$ cat src/rtl/iref_pwr_seq_if.sv
// ----------------------------------------------------------------------------
// iref_pwr_seq_if
// Groups the enable/status lines between the power manager, the IREF bias
// cell and the iref_pwr_seq sequencer.
//   EN        : request IREF powered and calibrated (level)
//   RDY_IREF  : asynchronous ready from the IREF cell
//   PU_IREF   : power-up control to the IREF cell
//   CAL_IREF  : calibrate control to the IREF cell
//   IREF_OK   : IREF calibrated and ready
//   IREF_ERR  : sequence failed, sticky until EN=0
//   STATE     : current sequencer state (debug)
//   RETRY_CNT : calibration retries consumed in the current sequence
// master = environment side (drives EN / RDY_IREF), slave = sequencer.
// ----------------------------------------------------------------------------
interface iref_pwr_seq_if;
   logic       EN;
   logic       RDY_IREF;
   logic       PU_IREF;
   logic       CAL_IREF;
   logic       IREF_OK;
   logic       IREF_ERR;
   logic [2:0] STATE;
   logic [1:0] RETRY_CNT;

   modport master (
      output EN, RDY_IREF,
      input  PU_IREF, CAL_IREF, IREF_OK, IREF_ERR, STATE, RETRY_CNT
   );

   modport slave (
      input  EN, RDY_IREF,
      output PU_IREF, CAL_IREF, IREF_OK, IREF_ERR, STATE, RETRY_CNT
   );
endinterface

$ cat src/rtl/iref_pwr_seq.sv
// ----------------------------------------------------------------------------
// iref_pwr_seq
// Power-up sequencer for the IREF bias-current cell: power-up, settle,
// calibrate and ready phases with calibration timeout, bounded retry (with a
// power-off backoff between attempts) and sticky error reporting.
// Ports:
//   CLK : system clock, all logic on the rising edge
//   RST : synchronous active-high reset
//   bus : iref_pwr_seq_if.slave (EN, RDY_IREF in; PU_IREF, CAL_IREF,
//         IREF_OK, IREF_ERR, STATE, RETRY_CNT out)
// All outputs are registered and change on the same edge as the state.
// ----------------------------------------------------------------------------
module iref_pwr_seq #(
   parameter int SETTLE_CYC  = 16,
   parameter int TIMEOUT_CYC = 1024,
   parameter int MAX_RETRY   = 2,
   parameter int CNT_W       = 12
) (
   input  logic          CLK,
   input  logic          RST,
   iref_pwr_seq_if.slave bus
);

   typedef enum logic [2:0] {
      IDLE    = 3'd0,
      SETTLE  = 3'd1,
      CAL     = 3'd2,
      READY   = 3'd3,
      BACKOFF = 3'd4,
      ERROR   = 3'd5
   } state_t;

   localparam logic [CNT_W-1:0] SETTLE_LAST  = CNT_W'(SETTLE_CYC - 1);
   localparam logic [CNT_W-1:0] TIMEOUT_LAST = CNT_W'(TIMEOUT_CYC - 1);
   localparam logic [1:0]       RETRY_MAX    = 2'(MAX_RETRY);

   state_t           state_q;
   logic [CNT_W-1:0] cnt_q;
   logic [1:0]       retry_q;
   logic             rdy_p0;
   logic             rdy_p1;
   logic             pu_q;
   logic             cal_q;
   logic             ok_q;
   logic             err_q;

   // Output pattern {PU, CAL, OK, ERR} owned by each state. CAL is only ever
   // set in a state that also sets PU, and PU is already high in SETTLE, so
   // the two controls never rise together.
   function automatic logic [3:0] outs_of(state_t s);
      case (s)
         SETTLE:  outs_of = 4'b1000;
         CAL:     outs_of = 4'b1100;
         READY:   outs_of = 4'b1010;
         ERROR:   outs_of = 4'b0001;
         default: outs_of = 4'b0000;
      endcase
   endfunction

   always_ff @(posedge CLK) begin
      if (RST) begin
         state_q <= IDLE;
         cnt_q   <= '0;
         retry_q <= '0;
         rdy_p0  <= 1'b0;
         rdy_p1  <= 1'b0;
         {pu_q, cal_q, ok_q, err_q} <= 4'b0000;
      end else begin
         // ---- stage p0 -> p1: RDY_IREF synchroniser ----
         rdy_p0 <= bus.RDY_IREF;
         rdy_p1 <= rdy_p0;

         // ---- sequencer state, counter and registered outputs ----
         if (!bus.EN) begin
            // Dropping EN aborts from anywhere and clears the retry budget,
            // so the next request always starts a fresh sequence.
            state_q <= IDLE;
            cnt_q   <= '0;
            retry_q <= '0;
            {pu_q, cal_q, ok_q, err_q} <= outs_of(IDLE);
         end else begin
            case (state_q)
               IDLE: begin
                  state_q <= SETTLE;
                  cnt_q   <= '0;
                  {pu_q, cal_q, ok_q, err_q} <= outs_of(SETTLE);
               end
               SETTLE: begin
                  if (cnt_q == SETTLE_LAST) begin
                     state_q <= CAL;
                     cnt_q   <= '0;
                     {pu_q, cal_q, ok_q, err_q} <= outs_of(CAL);
                  end else begin
                     cnt_q <= cnt_q + CNT_W'(1);
                  end
               end
               CAL: begin
                  // A ready that lands on the timeout edge still wins.
                  if (rdy_p1) begin
                     state_q <= READY;
                     cnt_q   <= '0;
                     {pu_q, cal_q, ok_q, err_q} <= outs_of(READY);
                  end else if (cnt_q == TIMEOUT_LAST) begin
                     cnt_q <= '0;
                     if (retry_q < RETRY_MAX) begin
                        retry_q <= retry_q + 2'd1;
                        state_q <= BACKOFF;
                        {pu_q, cal_q, ok_q, err_q} <= outs_of(BACKOFF);
                     end else begin
                        state_q <= ERROR;
                        {pu_q, cal_q, ok_q, err_q} <= outs_of(ERROR);
                     end
                  end else begin
                     cnt_q <= cnt_q + CNT_W'(1);
                  end
               end
               BACKOFF: begin
                  // Cell is unpowered here so it drops RDY_IREF; any ready
                  // seen now is stale and deliberately ignored.
                  if (cnt_q == SETTLE_LAST) begin
                     state_q <= SETTLE;
                     cnt_q   <= '0;
                     {pu_q, cal_q, ok_q, err_q} <= outs_of(SETTLE);
                  end else begin
                     cnt_q <= cnt_q + CNT_W'(1);
                  end
               end
               READY: begin
                  // Losing ready after calibration is a hard failure.
                  if (!rdy_p1) begin
                     state_q <= ERROR;
                     {pu_q, cal_q, ok_q, err_q} <= outs_of(ERROR);
                  end
               end
               ERROR: begin
                  state_q <= ERROR;
               end
               default: begin
                  state_q <= IDLE;
                  cnt_q   <= '0;
                  retry_q <= '0;
                  {pu_q, cal_q, ok_q, err_q} <= outs_of(IDLE);
               end
            endcase
         end
      end
   end

   assign bus.PU_IREF   = pu_q;
   assign bus.CAL_IREF  = cal_q;
   assign bus.IREF_OK   = ok_q;
   assign bus.IREF_ERR  = err_q;
   assign bus.STATE     = state_q;
   assign bus.RETRY_CNT = retry_q;

endmodule

$ cat src/flat_wrapper.sv
// flat-port wrapper written by rule: the top's interface ports become plain ports
module iref_pwr_seq_flat 
#(
   parameter int SETTLE_CYC  = 16,
   parameter int TIMEOUT_CYC = 1024,
   parameter int MAX_RETRY   = 2,
   parameter int CNT_W       = 12
)
  (CLK, RST, bus_EN, bus_RDY_IREF, bus_PU_IREF, bus_CAL_IREF, bus_IREF_OK, bus_IREF_ERR, bus_STATE, bus_RETRY_CNT);
  iref_pwr_seq_if bus_i ();
  input  logic CLK;
  input  logic RST;
  input wire logic [$bits(bus_i.EN)-1:0] bus_EN;
  input wire logic [$bits(bus_i.RDY_IREF)-1:0] bus_RDY_IREF;
  output wire logic [$bits(bus_i.PU_IREF)-1:0] bus_PU_IREF;
  output wire logic [$bits(bus_i.CAL_IREF)-1:0] bus_CAL_IREF;
  output wire logic [$bits(bus_i.IREF_OK)-1:0] bus_IREF_OK;
  output wire logic [$bits(bus_i.IREF_ERR)-1:0] bus_IREF_ERR;
  output wire logic [$bits(bus_i.STATE)-1:0] bus_STATE;
  output wire logic [$bits(bus_i.RETRY_CNT)-1:0] bus_RETRY_CNT;
  assign bus_i.EN = bus_EN;
  assign bus_i.RDY_IREF = bus_RDY_IREF;
  assign bus_PU_IREF = bus_i.PU_IREF;
  assign bus_CAL_IREF = bus_i.CAL_IREF;
  assign bus_IREF_OK = bus_i.IREF_OK;
  assign bus_IREF_ERR = bus_i.IREF_ERR;
  assign bus_STATE = bus_i.STATE;
  assign bus_RETRY_CNT = bus_i.RETRY_CNT;
  iref_pwr_seq #(.SETTLE_CYC(SETTLE_CYC), .TIMEOUT_CYC(TIMEOUT_CYC), .MAX_RETRY(MAX_RETRY), .CNT_W(CNT_W)) u_core (.CLK(CLK), .RST(RST), .bus(bus_i));
endmodule
$ cat config.mk
export PLATFORM = sky130hd
export DESIGN_NAME = iref_pwr_seq_flat
export DESIGN_NICKNAME = d
export VERILOG_FILES = /design/src/rtl/iref_pwr_seq_if.sv /design/src/rtl/iref_pwr_seq.sv /design/src/flat_wrapper.sv
export SDC_FILE = /design/constraint.sdc
export NUM_CORES = 1
export LEC_CHECK = 0
export CAP_MARGIN = 20
export CORE_ASPECT_RATIO = 0.75
export CORE_MARGIN = 2
export CORE_UTILIZATION = 57
export CTS_BUF_LIST = sky130_fd_sc_hd__clkbuf_4
export CTS_CLUSTER_SIZE = 25
export DETAILED_ROUTE_END_ITERATION = 12
export GPL_TIMING_DRIVEN = 0
export PLACE_DENSITY = 0.88
export RECOVER_POWER = 25
export SLEW_MARGIN = 25
export SYNTH_ARGS = -nofsm -noshare
export SYNTH_HDL_FRONTEND = slang
export SYNTH_SLANG_ARGS = --single-unit
$ cat constraint.sdc
create_clock -name CLK -period 5.05 [get_ports CLK]
set_input_delay 1.515 -clock CLK [delete_from_list [all_inputs] [get_ports CLK]]
set_output_delay 1.515 -clock CLK [all_outputs]
set_load 0.05 [all_outputs]
==> impl_summary.txt <==
----------------------------------------------------
[Placed design]
  Number of placed instances with taps included ... 172
  Number of buffer cells added on primary ports ... 12
  GPL Wtd Cong ... just under 0.9
  Placed wire-length estimate ... 1.91 mm
  Worst slack at placement ... 2.22 ns
  Placed instance area ... 1310 sq um

[Timing]
  Accumulated negative setup slack ... 0 ns
  Slew HR ... 0.658
  Hold Fails Final Rpt ... 0
  Worst hold slack across all endpoints ... 0.461 ns
  Crit path setup slack, layout ... 1.85 ns
  Final critical path time including I/O delays and setup ... 3.20 ns
  Final clock period utilization by the worst path ... 0.633
  Final Max Slew Viols ... 0
  Maximum clock frequency ... 313 MHz
  Unrepaired setup endpoints after global routing ... no
  Slew at the pin with the worst max-slew slack ... 0.511 ns
  Number of setup violations in the final report ... 0
  Worst Skew ... 0.00578 ns

[Global route]
  All-Layer GR Usage ... 0.220
  Number of global-route vias before repair ... 965
  Pin count of the biggest net entering global routing ... 13
  Global-route wire length before repair ... roughly 4.2 mm
  Grt total ovfl ... 0
  Initial antenna violation count ... 0

[Hold path]
  Worst min-delay path class ... flop to flop

[Setup path]
  Cell chain of the critical path ... clkdlybuf4s50_1
  Crit-path max cell delay ... 0.86 ns
  Kind of cell adding the most delay to the critical path ... buffers and inverters
  Endpoint required time on the critical path ... 3.54 ns
  Crit path max-delay cell type ... clkdlybuf4s50_1
  CP Max Fanout ... 8
  Buffers and inverters on the worst path ... 1
  Nature of the critical path endpoint ... primary output
  Data arrival time of the critical path ... 1.68 ns
  Setup crit start kind ... flop
  Setup CP Type ... flop to primary output

[Clock network]
  Maximum count of clock buffers along a single path ... 2
  H-tree depth ... 1
  Clock tree sinks ... 23
  CTS-repair resized insts ... 0
  Clock-pin slew of the registers on the worst-case setup and hold paths ... 0.12 ns
  Total clock buffers created by CTS ... 3
  Hold buffer count at cts ... 0
  Clock latency at the later pin of the worst-skew pair ... between 0.3 and 0.4 ns
  Post-CTS repair timing setup buffer count ... 0
  TritonCTS clock tree ... yes
  CTS Root Buffer Type ... clkbuf_4

[Pwr]
  Cell area power density ... roughly 240 nW/um^2
  Peak VDD IR ... around 0.15 mV
  Static leakage power ... 0.449 nW
  Post-layout total power ... 0.324 mW

[Layout]
  Number of inserted filler cells in the final layout ... 152
  Net count of the finished layout ... 158
  Most common cell after layout, fill and taps aside ... dfxtp_1
  Post-layout instance count excluding filler cells ... 176
  Area Overhead vs Synth ... 15.6%
  Multi-input gate area in the final layout ... 654 sq um
  Area occupied by registers ... between 400 and 500 sq um
  Post-layout util ... 0.682
  Antenna cell count ... 0
  Finished layout cell area ... ~1300 sq um
  Fraction of final layout cells with drive strength greater than 1 ... 0.105
  Commonest cells after routing, fill and taps aside ... dfxtp_1 (23), nand2_1 (19), nor2_1 (17), clkdlybuf4s50_1 (11), xor2_1 (8)

[Route]
  # DRC ... 0
  DR pass1 iterations ... 4
  WL per Instance ... 14.3 microns
  Overall via count from detail_route ... 1033
  Antenna-violating nets left ... 0
  Initial detailed-routing violation count ... 26
  Via/cell ratio ... 5.87
  Total detailed-routing wirelength ... 2.51 mm

[Run status]
  Status ... finished, final reports clean

[Synth]
  Proportion of register bits with asynchronous set or reset after synthesis ... 0
  Seq cells post-synth ... 23
  Post-Synthesis Mean Instance Area ... 8.52 sq um
  Prevailing post-synth register cell ... dfxtp_1
  Summed instance area of the synthesized netlist ... 1160 sq um
  Number of nets in the synthesized netlist ... 141
  Instance count of the mapped netlist ... between 100 and 150
  Count of warnings emitted by yosys ... 0
  Share of synthesized area occupied by flip-flops and latches ... 0.397
  Synth cell types ... 39
  Count of flip-flops with a built-in enable after synthesis ... 0

[Job]
  Number of max-capacitance violations reported ... 0

[Floorplan]
  Initial core utilization ... 0.591
  Standard-cell row count ... 14
  Floorplan die width ... 56.1 microns
  Die Footprint ... roughly 2400 sq um
  Area of the core ... roughly 2000 sq um
  Vertical extent of the die ... 43.0 microns
  Ports ... 13

----------------------------------------------------
cell families (layout without fill, tap and decap cells):
| logic type | after synthesis | in the layout | synth area share |
|---|---|---|---|
| simple gates | 64 | 64 | 0.273 |
| compound gates | 26 | 26 | 0.180 |
| xor+xnor | 11 | 11 | 0.0832 |
| buf+inv | 9 | 25 | 0.0378 |
| flops | 23 | 23 | 0.397 |
| mux | 2 | 2 | 0.0173 |
| fa+ha+maj | 1 | 1 | 0.0108 |
registers in the layout, summed over array words and instances, names as in the netlist:
name and flops:
u_core.cnt_q 12, u_core.bus.IREF_OK 1, u_core.bus.RETRY_CNT 2, u_core.rdy_p0 1, u_core.bus.CAL_IREF 1, u_core.bus.PU_IREF 1
u_core.rdy_p1 1, u_core.bus.IREF_ERR 1, u_core.bus.STATE 3
metal layers:
| layer | wire length [microns] | GRT usage | share of wire |
|---|---|---|---|
| met3 | 142 | 0.0610 | 0.057 |
| met1 | 1160 | 0.286 | 0.46 |
| met4 | 13 | 0.0476 | 0.0052 |
| met5 | 0 | 0 | 0 |
| met2 | 1190 | 0.367 | 0.48 |
power by group:
part,switching (mW),internal (mW)
sequential,0.00398,0.185
clock,0.0535,0.0362
combinational,0.0283,0.0173
synthesized netlist by cell type, drive strengths merged (4+ instances only):
library cell,number,area share
dfxtp,23,0.40
nand2,19,0.062
nor2,18,0.060
xor2,8,0.060
a21oi,7,0.030
nor3,6,0.026
o21ai,5,0.028
buf,4,0.022
inv,4,0.013
area by class of cell:
type / count / share of cell area
Inverter: 4 / 0.0112
Clock buffer: 4 / 0.0224
Buffer: 5 / 0.0215
Timing Repair Buffer: 12 / 0.0897
Multi-Input combinational cell: 104 / 0.489
Tap cell: 24 / 0.0224
Sequential cell: 23 / 0.344
final timing paths:
check                                                       from                      endpoint  slack (ns)  cells after the start
worst min-delay path                    u_core.rdy_p0$_SDFF_PP0_      u_core.rdy_p1$_SDFF_PP0_        0.46                      1
worst max register to register      u_core.cnt_q[0]$_SDFFE_PP0P_  u_core.cnt_q[6]$_SDFFE_PP0P_        3.10                      6
worst min register to register          u_core.rdy_p0$_SDFF_PP0_      u_core.rdy_p1$_SDFF_PP0_        0.46                      1
worst max-delay path            u_core.bus.STATE[0]$_SDFFE_PP0P_                  bus_STATE[0]        1.85                      1
Power figures use the tool's default switching activity.
